[config.mk]
export PLATFORM = sky130hd
export DESIGN_NAME = alu_req_seq
export DESIGN_NICKNAME = d
export VERILOG_FILES = /design/src/rtl/alu_req_seq.sv
export SDC_FILE = /design/constraint.sdc
export NUM_CORES = 1
export LEC_CHECK = 0
export BUFFER_PORTS_ARGS = -buffer_cell sky130_fd_sc_hd__buf_4
export CAP_MARGIN = 15
export CORE_UTILIZATION = 25
export CTS_CLUSTER_DIAMETER = 50
export DETAILED_ROUTE_END_ITERATION = 10
export GPL_TIMING_DRIVEN = 1
export PLACE_DENSITY_LB_ADDON = 0.05
export SYNTH_ARGS = -nofsm -noshare
export SYNTH_HDL_FRONTEND = slang
export SYNTH_SLANG_ARGS = --single-unit
[constraint.sdc]
create_clock -name clk -period 1.6 [get_ports clk]
set_clock_uncertainty 0.1 [all_clocks]
set_input_delay 0.32 -clock clk [delete_from_list [all_inputs] [get_ports clk]]
set_output_delay 0.32 -clock clk [all_outputs]
set_load 0.005 [all_outputs]
[src/rtl/alu_req_seq.sv]
// Request/response sequencer in front of a combinational 32-bit ALU: registers
// operands, holds them for ALU_LAT cycles, then returns the sampled result with its tag.
module alu_req_seq #(
   parameter int unsigned TAG_W   = 4,
   parameter int unsigned ALU_LAT = 1,
   parameter int unsigned CNT_W   = 16
) (
   input  logic             clk,
   input  logic             rst,
   input  logic             req_valid,
   output logic             req_ready,
   input  logic [31:0]      req_a,
   input  logic [31:0]      req_b,
   input  logic [31:0]      req_instr,
   input  logic [TAG_W-1:0] req_tag,
   output logic [31:0]      alu_a,
   output logic [31:0]      alu_b,
   output logic [31:0]      alu_instr,
   input  logic [31:0]      alu_s,
   input  logic             alu_ze,
   output logic             rsp_valid,
   input  logic             rsp_ready,
   output logic [31:0]      rsp_s,
   output logic             rsp_ze,
   output logic [TAG_W-1:0] rsp_tag,
   output logic             busy,
   output logic [CNT_W-1:0] op_count
);

   localparam int unsigned DATA_W = 32;
   localparam int unsigned WAIT_W = 4;

   localparam logic [1:0] ST_IDLE = 2'd0;
   localparam logic [1:0] ST_EXEC = 2'd1;
   localparam logic [1:0] ST_RESP = 2'd2;

   logic [1:0]        state_q, state_d;
   logic [DATA_W-1:0] alu_a_q, alu_a_d;
   logic [DATA_W-1:0] alu_b_q, alu_b_d;
   logic [DATA_W-1:0] alu_instr_q, alu_instr_d;
   logic [TAG_W-1:0]  tag_q, tag_d;
   logic [WAIT_W-1:0] wait_q, wait_d;
   logic              rsp_valid_q, rsp_valid_d;
   logic [DATA_W-1:0] rsp_s_q, rsp_s_d;
   logic              rsp_ze_q, rsp_ze_d;
   logic [TAG_W-1:0]  rsp_tag_q, rsp_tag_d;
   logic [CNT_W-1:0]  op_count_q, op_count_d;

   // Next-state and datapath update; every register holds unless its state says otherwise.
   always_comb begin
      state_d     = state_q;
      alu_a_d     = alu_a_q;
      alu_b_d     = alu_b_q;
      alu_instr_d = alu_instr_q;
      tag_d       = tag_q;
      wait_d      = wait_q;
      rsp_valid_d = rsp_valid_q;
      rsp_s_d     = rsp_s_q;
      rsp_ze_d    = rsp_ze_q;
      rsp_tag_d   = rsp_tag_q;
      op_count_d  = op_count_q;

      unique case (state_q)
         ST_IDLE: begin
            if (req_valid) begin
               alu_a_d     = req_a;
               alu_b_d     = req_b;
               alu_instr_d = req_instr;
               tag_d       = req_tag;
               wait_d      = WAIT_W'(ALU_LAT - 1);
               state_d     = ST_EXEC;
            end
         end
         ST_EXEC: begin
            if (wait_q != WAIT_W'(0)) begin
               wait_d = wait_q - WAIT_W'(1);
            end else begin
               rsp_s_d     = alu_s;
               rsp_ze_d    = alu_ze;
               rsp_tag_d   = tag_q;
               rsp_valid_d = 1'b1;
               state_d     = ST_RESP;
            end
         end
         ST_RESP: begin
            if (rsp_ready) begin
               rsp_valid_d = 1'b0;
               op_count_d  = op_count_q + CNT_W'(1);
               state_d     = ST_IDLE;
            end
         end
         default: begin
            state_d     = ST_IDLE;
            rsp_valid_d = 1'b0;
         end
      endcase
   end

   always_ff @(posedge clk) begin
      if (rst) begin
         state_q     <= ST_IDLE;
         alu_a_q     <= '0;
         alu_b_q     <= '0;
         alu_instr_q <= '0;
         tag_q       <= '0;
         wait_q      <= '0;
         rsp_valid_q <= 1'b0;
         rsp_s_q     <= '0;
         rsp_ze_q    <= 1'b0;
         rsp_tag_q   <= '0;
         op_count_q  <= '0;
      end else begin
         state_q     <= state_d;
         alu_a_q     <= alu_a_d;
         alu_b_q     <= alu_b_d;
         alu_instr_q <= alu_instr_d;
         tag_q       <= tag_d;
         wait_q      <= wait_d;
         rsp_valid_q <= rsp_valid_d;
         rsp_s_q     <= rsp_s_d;
         rsp_ze_q    <= rsp_ze_d;
         rsp_tag_q   <= rsp_tag_d;
         op_count_q  <= op_count_d;
      end
   end

   // Handshake readiness and busy are pure decodes of the state register.
   assign req_ready = (state_q == ST_IDLE);
   assign busy      = (state_q != ST_IDLE);

   assign alu_a     = alu_a_q;
   assign alu_b     = alu_b_q;
   assign alu_instr = alu_instr_q;
   assign rsp_valid = rsp_valid_q;
   assign rsp_s     = rsp_s_q;
   assign rsp_ze    = rsp_ze_q;
   assign rsp_tag   = rsp_tag_q;
   assign op_count  = op_count_q;

endmodule

== Word-level counts from Yosys, hierarchy flattened ==
Index checks and enable logic that the tools add are counted.
Widths: inputs -> output; s select.
Word-level totals
  bits in registers: 160
  bits of input ports: 137
  output and inout port bits: 152
Cells by class
  $add $sub $neg: 2
  eq/ne operators: 6
  mux-type cells: 10
  bitwise operators: 2
  reductions and logical operators: 10
Operators with widths (count)
  $add 16x1->16 const B: 1
  $reduce_and 3->1: 3
  $mux 4: 2
  $ne 2x2->1 const B: 4
  $pmux 4 s2: 1
  $mux 2: 3
  $pmux 2 s3: 1
  $reduce_and 2->1: 3
  $reduce_bool 2->1: 2
  $reduce_bool 4->1: 1
  $sub 4x1->4 const B: 1
  $pmux 1 s3: 1
  $eq 2x1->1 const B: 1
  $eq 2x2->1 const B: 1
  $logic_not 2->1: 1
  $mux 1: 2
  $not 1->1: 2

== Depth between registers and ports, before layout ==
Gate-level depths: netlist (run 1).
  depth in word-level cells: 3
  gate-level depth with buffers: 8
  gate-level depth less buffers: 6

== Worst setup path before layout (run 1) ==
OpenSTA, ideal clock, no wires.
  path type: register to register
  from: register wait_q[0]
  to: register rsp_s_q[10] (netlist: rsp_s[10])
  arrival: 1478 ps
  data required time: 1368 ps
  path slack: -111 ps
  cell stages (with the launch flop): 9
  buffers on the path: 2
  cells stage by stage: dfxtp_1 inv_1 ha_1 nand4bb_1 or2_2 buf_2 buf_6 nand2_1 a21oi_1
On the way
  longest elaborated chain between the ends: 3
RTL lines
  from (decl): RTL line 42  | logic [WAIT_W-1:0] wait_q, wait_d;
  from (signal assigned): RTL line 118  | wait_q <= wait_d;
  $reduce_bool 4->1: RTL line 75  | if (wait_q != WAIT_W'(0)) begin
  $not 1->1 (no source line)
  $reduce_and 2->1 (no source line)
  to (signal assigned): RTL line 120  | rsp_s_q <= rsp_s_d;
  to (decl): RTL line 44  | logic [DATA_W-1:0] rsp_s_q, rsp_s_d;
Every way passes these cells.
A chain may end at the register's enable or synchronous reset.

== Worst setup path in the final report (run 1) ==
  from: register wait_q[1]
  to: register rsp_tag_q[2] (netlist: rsp_tag[2])
On the way
  longest elaborated chain between the ends: 3
RTL lines
  $reduce_bool 4->1: RTL line 75
  $not 1->1 (no source line)
  $reduce_and 2->1 (no source line)
  to (signal assigned): RTL line 122  | rsp_tag_q <= rsp_tag_d;
  to (decl): RTL line 46  | logic [TAG_W-1:0] rsp_tag_q, rsp_tag_d;
Every way passes these cells.

==> results of run 1 <==
worst reg2reg max path: stages (launching register included):
cell and delay [ns]:
dfxtp_2 0.32, inv_2 0.07, ha_4 0.15, nand4bb_4 0.12, buf_6 0.14, nor2_4 0.15
buf_12 0.15, buf_6 0.16, nand2_1 0.07, a21oi_1 0.11
logic make-up after synthesis:
logic type                 count (synthesis)  share of synthesized area, %
adders and majority gates                  3                         0.641
muxes                                      3                         0.534
AOI/OAI and AO/OA                        154                          13.2
and+or+nand+nor                          333                          23.3
buffers and inverters                     56                          5.92
DFF                                      160                          54.7
xor gates and xnor gates                  11                          1.65
Yosys cell counts, types with 2 or more instances:
cell	number	share of area (%)
xnor2_1	2	0.30
a21oi_1	147	13
nor3_1	3	0.26
and4_1	2	0.30
buf_2	16	1.4
nor2_1	16	1.0
o21ai_0	6	0.51
clkbuf_1	19	1.2
nand3_1	8	0.68
xor2_1	9	1.3
buf_6	13	2.5
inv_1	5	0.32
ha_1	3	0.64
nand2_1	281	18
or3_1	4	0.43
mux2i_1	2	0.34
nand4_1	4	0.43
dfxtp_1	160	55
path summary, 6_finish.rpt:
kind,to,startpoint,slack (ns),depth (start not counted)
max reg2reg,rsp_tag[2],wait_q[1],-0.02,9
min,alu_instr[10],req_instr[10],0.05,3
min reg2reg,rsp_tag[0],tag_q[0],0.35,2
max,rsp_tag[2],wait_q[1],-0.02,9
flip-flops by register name, indices dropped and copies added (netlist names):
| register | count |
|---|---|
| rsp_valid | 1 |
| tag_q | 4 |
| wait_q | 4 |
| state_q | 2 |
| rsp_ze | 1 |
| op_count | 16 |
| alu_a | 32 |
| rsp_s | 32 |
| alu_b | 32 |
| alu_instr | 32 |
| rsp_tag | 4 |
power groups by stage:
stage	Clock, W	Sequential [W]	Combinational [W]
after floorplan	0	0.00506	0.00189
after global placement	0	0.00504	0.00374
after detailed placement	0	0.00505	0.00372
after CTS	0.00427	0.00495	0.00383
after global routing	0.00442	0.00503	0.00558
final	0.00409	0.00495	0.00512
layout by cell type, fill, tap and decap left out, types with 2 or more instances in the layout:
master      instances
clkinvlp_4          3
clkinv_2            2
buf_6               8
nor3_1              3
nand2_1           251
buf_12             14
mux2i_1             2
o21ai_0             6
bufinv_16           2
clkbuf_16          27
a21oi_2            46
nand2_2            14
dfxtp_2             5
clkinv_4            3
buf_4             315
ha_1                2
nand2_4            16
inv_2               3
xnor2_1             2
inv_8               2
or3_1               4
nand4_1             4
nor2_1             16
xor2_1              9
a21oi_1           101
inv_1               2
and4_4              2
nand3_1             8
dfxtp_1           153
dfxtp_4             2
inv_6               2
or2_4               3
through the flow:
| stage | utilization [%] | total power (W) | setup slack [ns] |
|---|---|---|---|
| 2_1_floorplan | - | 0.00695 | 0.0165 |
| 3_3_place_gp | 37.2 | 0.00878 | -0.0125 |
| 3_5_place_dp | 37.2 | 0.00877 | -0.0315 |
| 4_1_cts | 40.0 | 0.0130 | -0.0140 |
| 5_1_grt | 43.6 | 0.0150 | -0.107 |
| 6_report | 43.6 | 0.0142 | -0.0199 |
metal layers:
| metal | part of all wire (%) | GRT usage (%) |
|---|---|---|
| met5 | 0 | 0 |
| met4 | 1.1 | 5.47 |
| met1 | 44 | 19.5 |
| met3 | 6.7 | 5.13 |
| met2 | 49 | 25.1 |
repair_timing:
action | 4_1_cts | 5_1_grt
cloned | 0 | 19
pin swaps | 0 | 31
resized for setup | 9 | 109
hold endpoints to repair | 0 | 0
buffers inserted | 4 | 8
endpoints found under the setup margin | 55 | 104
area by class of cell:
type / instances / area (um2) / area share, %
Clock inverter: 14 / 159 / 1.60
Clock buffer: 18 / 429 / 4.32
Multi-Input combinational cell: 505 / 2700 / 27.1
Inverter: 5 / 18.8 / 0.189
Tap cell: 313 / 392 / 3.94
Timing Repair Buffer: 349 / 3030 / 30.5
Sequential cell: 160 / 3220 / 32.4
==> key figures, run 1 <==
Layout
  – Layout cells sized above 1: 46.1%
  – Ant. Diodes: 0
  – Final non-filler cell total: around 1400
  – Fin area: about 9900 um2
  – Post-layout net count: 1178
  – Fill cell count: 2351
  – Area growth syn-to-layout: 69.8%

Timing
  – Final critical-path required period: 1.62 ns
  – Actual slew at the worst max-slew pin: approximately 0.35 ns
  – Worst hold margin: about 0.046 ns
  – Final hold vios: 0
  – Post-route worst setup slack: -0.0199 ns
  – RSZ-0062 raised after global routing: true
  – Maximum clock frequency: between 600 and 700 MHz
  – Setup violators final: 11
  – Setup TNS: -0.105 ns
  – Final period util: 101%
  – Max_slew headroom: roughly three quarters
  – Final Slew Violations: 0

Route
  – Vias/cell: approximately 4.4
  – Routed WL: 21400 um
  – First-pass DRT Iterations: 4
  – Initial DRC count: around 270
  – Avg WL per Cell: ~16 um
  – Antenna Nets Post-Route: 0
  – Via Count: approximately 6000
  – Drt drc: 0

Synth
  – FF+latch count, synth: between 150 and 200
  – Synthesis warning total: 0
  – Syn nets: between 800 and 900
  – Sequential area share after synthesis: 54.7%
  – Top FF cell, synth: dfxtp_1
  – Post-synthesis average cell area: 8.13 um2
  – Cells after Synth: 720
  – Synth cell types: 38
  – Post-synth EDFFs: 0
  – Asr flop ratio synth: 0%
  – Mapped Area: ~6000 um2

Setup path
  – CP cell instances: inv_2 > ha_4 > nand4bb_4 > buf_6 > nor2_4 > buf_12 > buf_6 > nand2_1 > a21oi_1
  – CP endpoint kind: flop
  – Largest fanout on the critical path: 9
  – Crit-path slowest cell: dfxtp_2
  – Startpoint Class: flop
  – CP Class: flop to flop
  – Crit path max-delay family: buffers and inverters
  – Most frequent CP cell: buf_6
  – Slowest cell delay on critical path: approximately 0.32 ns
  – WP data arrival: between 1.5 and 2 ns
  – Data required, critical path: between 1.5 and 2 ns
  – WP buf/inv: 4

Floorplan
  – Initial Utilization: between 20% and 30%
  – Rows: 55
  – Core Area: around 23000 um2
  – Die W: about 160 um
  – Top Ports: about 290
  – Die area: roughly 24000 um2
  – Die span in y: 155 um

Global route
  – Gr usage total: approximately 16%
  – Number of global-route vias before repair: around 5400
  – First-pass GRT wire length: about 29000 um
  – Congestion Overflow GR: 0
  – Antenna violations before repair: 0
  – Largest net degree at the start of global routing: between 40 and 50

Min path
  – HP Class: input pin to flop

Power
  – Clk pwr share: just under 30%
  – Sequential share of power: 35.0%
  – Logic pwr share: a little over a third
  – P_int: slightly below 0.01 W
  – Static leakage: 4.33 nW
  – Cell Pwr Density: around 1400 nW/um2
  – Max IR drop VDD: about 0.6 mV
  – NetSw: 0.00454 W
  – Sw Share: between 30 and 40%

Place
  – PortBufs: 288
  – Dpl cells: 1301
  – GP Congestion: roughly 0.73
  – Area post-placement: roughly 8500 um2
  – DP HPWL: 13100 um

Run status
  – Failing checks: setup timing
  – Outcome: finished, violations left

CTS
  – H-Tree Depth: 4
  – Clk pin slew, worst setup/hold paths: 0.07 ns
  – Clock tree buffer depth: 2
  – Worst-Skew Late Latency: 0.41 ns
  – TritonCTS clock tree: yes
  – TritonCTS Sinks: 160
  – Hold Buf Count CTS: 0
  – Root Buffer: clkbuf_16
  – Cts bufs inserted: 17

Run
  – Total of max-cap violations: 0
Note: power is estimated with default switching activity, not from simulation.
==> run 2: changes to the inputs <==
- RECOVER_POWER: not set -> 50
==> run 2 against run 1 <==
The flow still finishes with violations (setup timing). Wire length grew 0.13%. Combinational power is essentially flat. First-iteration DRC count shrank 5.5%.
==> key figures, run 2 (synthesized netlist as in run 1, its figures left out) <==
Global route
  – First-pass GRT wire length: 29200 um (unchanged)
  – Congestion Overflow GR: 0 (unchanged)
  – Gr usage total: 15.6% (unchanged)
  – Largest net degree at the start of global routing: 46 (unchanged)
  – Antenna violations before repair: 0 (unchanged)
  – Number of global-route vias before repair: 5421 (unchanged)

Run status
  – Failing checks: setup timing
  – Outcome: finished, violations left

Setup path
  – Startpoint Class: flop
  – Slowest cell delay on critical path: 0.32 ns (about the same)
  – CP endpoint kind: flop
  – Crit path launch: wait_q[1]
  – Worst r2r src: wait_q[1]
  – Crit-path slowest cell: dfxtp_2
  – Largest fanout on the critical path: 9 (unchanged)
  – Data required, critical path: 1.84 ns (about the same)
  – Most frequent CP cell: buf_6
  – CP cell instances: inv_2 > ha_4 > nand4bb_4 > buf_6 > nor2_4 > buf_12 > buf_6 > nand2_1 > a21oi_1
  – CP Class: flop to flop
  – WP data arrival: 1.87 ns (about the same)

Min path
  – HP Class: input pin to flop
  – Hold Crit Start: req_a[3]

Layout
  – Most frequent cells in the layout: buf_4, nand2_1, dfxtp_1, a21oi_1, a21oi_2
  – Commonest non-fill, non-tap cell in the layout: buf_4
  – Layout cells sized above 1: 44.9% (-1.1 points)
  – Fin area: 9900 um2 (-0.45%)
  – Post-layout net count: 1178 (unchanged)
  – Area growth syn-to-layout: 69.0%
  – Core Util, Final: 43.4% (-0.20 points)
  – Ant. Diodes: 0 (unchanged)

Route
  – Antenna Nets Post-Route: 0 (unchanged)
  – Routed WL: 21400 um (+0.13%)
  – Initial DRC count: 256 (-5.5%)
  – Avg WL per Cell: 15.7 um (+0.13%)
  – Via Count: 5956 (-0.22%)
  – Drt drc: 0 (unchanged)
  – First-pass DRT Iterations: 4 (unchanged)
  – Vias/cell: 4.37 (-0.22%)

Power
  – Static leakage: 4.28 nW (-1.3%)
  – Cell Pwr Density: 1430 nW/um2 (+0.21%)
  – Max IR drop VDD: 0.609 mV (-0.14%)

CTS
  – Root Buffer: clkbuf_16
  – Clk pin slew, worst setup/hold paths: 0.07 ns (about the same)
  – H-Tree Depth: 4 (unchanged)
  – TritonCTS Sinks: 160 (unchanged)
  – Worst-Skew Late Latency: 0.41 ns (about the same)
  – Clock tree buffer depth: 2 (unchanged)
  – TritonCTS clock tree: yes
  – Cts bufs inserted: 17 (unchanged)

Place
  – GP Congestion: 0.733 (unchanged)
  – DP HPWL: 13100 um (unchanged)
  – PortBufs: 288 (unchanged)
  – Area post-placement: 8480 um2 (unchanged)
  – Pre-CTS setup slack: -0.0315 ns (unchanged)

Floorplan
  – Die area: 24000 um2 (unchanged)
  – Top Ports: 289 (unchanged)
  – Die W: 155 um (unchanged)
  – Die span in y: 155 um (unchanged)
  – Rows: 55 (unchanged)
  – Core Area: 22800 um2 (unchanged)
  – Initial Utilization: 25.7% (unchanged)

Timing
  – Actual slew at the worst max-slew pin: 0.346 ns (-0.00175 ns)
  – Final critical-path required period: 1.63 ns (+0.0103 ns)
  – Setup TNS: -0.208 ns (-0.102 ns)
  – Max_slew headroom: 76.9% (+0.12 points)
  – Final period util: 102% (+0.64 points)
  – Maximum clock frequency: 613 MHz (-0.63%)
  – RSZ-0062 raised after global routing: true
  – Final Slew Violations: 0 (unchanged)
  – Post-route worst setup slack: -0.0302 ns (-0.0103 ns)
  – Setup violators final: 13 (+2)
  – Final hold vios: 0 (unchanged)

Run
  – Total of max-cap violations: 0 (unchanged)
## run 2: cell types whose count changed in the layout (fill, tap and decap cells not counted)
cell / delta
buf_4: -28
clkbuf_4: +16
clkbuf_1: +12
## run 2: layer usage
layer	global-route usage [%]	up-vias	part of all wire, %	wire length (um)
met5	0	-	0	0
met4	5.47	0	1.1	226
met3	5.13	11	6.4	1370
met2	25.1	160	48	10400
met1	19.5	2803	44	9450
li1	-	2982	-	-
## run 2: layout make-up
type	instances	area, um2
fillers	2364	12900
inverters	5	18.8
clock buffers	18	429
clock inverters	14	159
flip-flops and latches	160	3220
well taps	313	392
repair buffers	349	2980
multi-input cells	505	2700
## run 2: timing repair
item	4_1_cts	5_1_grt
setup buffers	4	8
cloned	0	19
gates resized for setup	9	109
hold buffers	0	0
endpoints found under the setup margin	55	104
pin swaps	0	31
## run 2: worst max-delay path, delay by kind of cell, from the launching register on
family                     cells  cell delay, ns
adders and majority gates      1            0.15
and+or+nand+nor                3            0.34
AOI/OAI and AO/OA              1            0.11
DFF                            1            0.32
buffers and inverters          4            0.52
## run 2: final timing paths
kind / slack [ns] / cells after the start / to
min: 0.05 / 3 / alu_a[3]
min reg2reg: 0.35 / 2 / alu_b[29]
max reg2reg: -0.03 / 9 / rsp_tag[2]
max: -0.03 / 9 / rsp_tag[2]
## run 2: report_power, final
part | switching (W) | internal, W | total (W)
Combinational | 0.00246 | 0.00263 | 0.00509
Clock | 0.00176 | 0.00233 | 0.00410
Sequential | 0.000330 | 0.00462 | 0.00495
## run 2: through the flow
stage                     power, W  cells  hold slack [ns]
final                       0.0141   1364           0.0458
after detailed placement   0.00877   1301            0.344
after floorplan            0.00695    720            0.332
after CTS                   0.0130   1337           0.0149
after global placement     0.00878   1301            0.343
after global routing        0.0150   1364           0.0136
==> run 3: changes to the inputs <==
- CORE_ASPECT_RATIO: not set -> 0.5
- clock period: 1.6 -> 1.9 ns (I/O delays scaled with it)
==> run 3 against run 2 <==
The run now ends clean. Sequential power down 16%. Utilization down 5.6 points. Wire length down 9.5%. Register-to-register slack better by 0.24 ns. Global-route usage down 0.19 points. Total power down 26%. Via count down 5.1%. Worst setup slack better by 0.16 ns. First-iteration DRC count up 7.4%. Non-clock buffer count down 42. Die area up 0.15%. Cell area down 12%. Largest power group is now registers.
==> key figures, run 3 (synthesized netlist as in run 1, its figures left out) <==
CTS
  – Clk pin slew, worst setup/hold paths: 0.06 ns (about the same)
  – TritonCTS clock tree: yes
  – Clock tree buffer depth: 2 (unchanged)
  – Hold Buf Count CTS: 0 (unchanged)
  – H-Tree Depth: 4 (unchanged)
  – Cts bufs inserted: 17 (unchanged)
  – Root Buffer: clkbuf_16
  – Worst-Skew Late Latency: 0.43 ns (+0.02 ns)
  – TritonCTS Sinks: 160 (unchanged)

Power
  – Sw Share: 30.9% (-1.4 points)
  – P_int: 0.00725 W (-24%)
  – Static leakage: 3.58 nW (-16%)
  – Logic pwr share: 27.0% (-9.0 points)
  – Clk pwr share: 33.1% (+4.1 points)
  – Total Power: 0.0105 W (-26%)
  – NetSw: 0.00323 W (-29%)
  – Max IR drop VDD: 0.530 mV (-13%)
  – Sequential share of power: 39.9% (+4.9 points)
  – Cell Pwr Density: 1210 nW/um2 (-15%)

Layout
  – Most frequent cells in the layout: nand2_1, dfxtp_1, buf_4, a21oi_1, clkbuf_4
  – Layout cells sized above 1: 27.4% (-18 points)
  – Area growth syn-to-layout: 47.9%
  – Commonest non-fill, non-tap cell in the layout: nand2_1
  – Post-layout net count: 1135 (-3.7%)
  – Fill cell count: 2493 (+5.5%)
  – Core Util, Final: 37.8% (-5.6 points)
  – Ant. Diodes: 0 (unchanged)

Global route
  – Global routing usage on met1: 20.2% (+0.76 points)
  – Gr busiest metal: met2
  – Congestion Overflow GR: 0 (unchanged)
  – Gr usage total: 15.4% (-0.19 points)
  – Number of global-route vias before repair: 5006 (-7.7%)
  – Grt met2 use: 23.9% (-1.2 points)
  – Largest net degree at the start of global routing: 103 (+120%)
  – Antenna violations before repair: 0 (unchanged)
  – Met3 Track Usage GR: 4.91% (-0.21 points)
  – First-pass GRT wire length: 28300 um (-3.1%)

Timing
  – Final hold vios: 0 (unchanged)
  – Final period util: roughly 93%
  – Actual slew at the worst max-slew pin: 0.482 ns (+0.136 ns)
  – Setup TNS: 0 ns (+0.208 ns)
  – Final Slew Violations: 0 (unchanged)
  – RSZ-0062 raised after global routing: false
  – Setup violators final: 0 (-13)
  – Maximum clock frequency: 566 MHz
  – Final critical-path required period: 1.77 ns
  – Max_slew headroom: 67.9% (-9.0 points)

Setup path
  – WP data arrival: 1.29 ns (-0.58 ns)
  – Crit path max-delay family: flip-flops
  – CP Class: flop to output pin
  – Slowest cell delay on critical path: 0.39 ns (+0.07 ns)
  – Startpoint Class: flop
  – Data required, critical path: 1.42 ns (-0.42 ns)
  – Crit-path slowest cell: dfxtp_1
  – CP endpoint kind: output pin
  – Largest fanout on the critical path: 8 (-1)
  – WP buf/inv: 2 (-2)
  – CP cell instances: or2_1 > inv_1 > buf_4

Route
  – Routed WL: 19400 um (-9.5%)
  – Initial DRC count: 275 (+7.4%)
  – Drt drc: 0 (unchanged)
  – First-pass DRT Iterations: 4 (unchanged)
  – Via Count: 5653 (-5.1%)
  – Avg WL per Cell: 14.7 um (-6.1%)
  – Antenna Nets Post-Route: 0 (unchanged)
  – Vias/cell: 4.30 (-1.6%)

Floorplan
  – Top Ports: 289 (unchanged)
  – Rows: 39 (-29%)
  – Core Area: 22900 um2 (+0.47%)
  – Die area: 24100 um2 (+0.15%)
  – Initial Utilization: 25.6% (-0.12 points)
  – Die W: 218 um (+41%)
  – Die span in y: 110 um (-29%)

Run
  – Total of max-cap violations: 0 (unchanged)

Place
  – GP Congestion: 0.750 (+2.2%)
  – DP HPWL: 13100 um (+0.42%)
  – PortBufs: 288 (unchanged)

Min path
  – HP Class: input pin to flop

Run status
  – Outcome: finished clean
run 3: cell types whose count changed in the layout (fill, tap and decap cells not counted), sizes merged:
cell,delta
clkinvlp,-3
inv,-4
clkbuf,+122
buf,-155
or2,-1
clkinv,-2
run 3: final cells by class:
| type | instances | area [um2] | area share, % |
|---|---|---|---|
| Inverter | 5 | 18.8 | 0.217 |
| Multi-Input combinational cell | 504 | 2320 | 26.7 |
| Sequential cell | 160 | 3200 | 37.0 |
| Tap cell | 307 | 384 | 4.43 |
| Timing Repair Buffer | 307 | 2150 | 24.8 |
| Clock inverter | 5 | 75.1 | 0.867 |
| Clock buffer | 27 | 513 | 5.92 |
run 3: layer usage:
metal / up-vias / share of wire (%)
li1: 2882 / -
met2: 99 / 47
met1: 2655 / 47
met5: - / 0
met3: 17 / 4.7
met4: 0 / 1.2
run 3: through the flow:
stage	hold WS, ns	cells	setup WS, ns	area (um2)
after floorplan	0.332	720	0.189	5860
after global placement	0.341	1281	0.219	8290
after detailed placement	0.347	1281	0.156	8290
after CTS	0.0594	1313	0.0264	8880
after global routing	0.0642	1315	0.0285	8660
final	0.0942	1315	0.133	8660
run 3: final timing paths:
| check | from | end | slack (ns) | cells after the start |
|---|---|---|---|---|
| worst max-delay path | state_q[0] | req_ready | 0.13 | 3 |
| worst min-delay path | req_a[10] | alu_a[10] | 0.09 | 3 |
| worst max register to register | wait_q[0] | rsp_s[26] | 0.21 | 8 |
| worst min register to register | alu_b[9] | alu_b[9] | 0.35 | 2 |
run 3: worst register-to-register path, stage by stage, from the launching register on:
cell and delay (ns):
dfxtp_1 0.33, inv_1 0.08, ha_1 0.17, nand4bb_1 0.15, clkbuf_1 0.17, nor2_4 0.20
clkbuf_16 0.24, nand2_1 0.07, a21oi_1 0.12
run 3: power groups by stage:
stage | logic [W] | clock network, W | registers (W)
finish | 0.00283 | 0.00347 | 0.00418
CTS | 0.00299 | 0.00361 | 0.00420
detailed placement | 0.00298 | 0 | 0.00427
global placement | 0.00296 | 0 | 0.00425
floorplan | 0.00153 | 0 | 0.00426
global route | 0.00318 | 0.00374 | 0.00426
run 3: what timing repair did:
| item | CTS | global route |
|---|---|---|
| resized for setup | 0 | 2 |
| setup endpoints to repair | 0 | 2 |
| setup buffers | 0 | 1 |
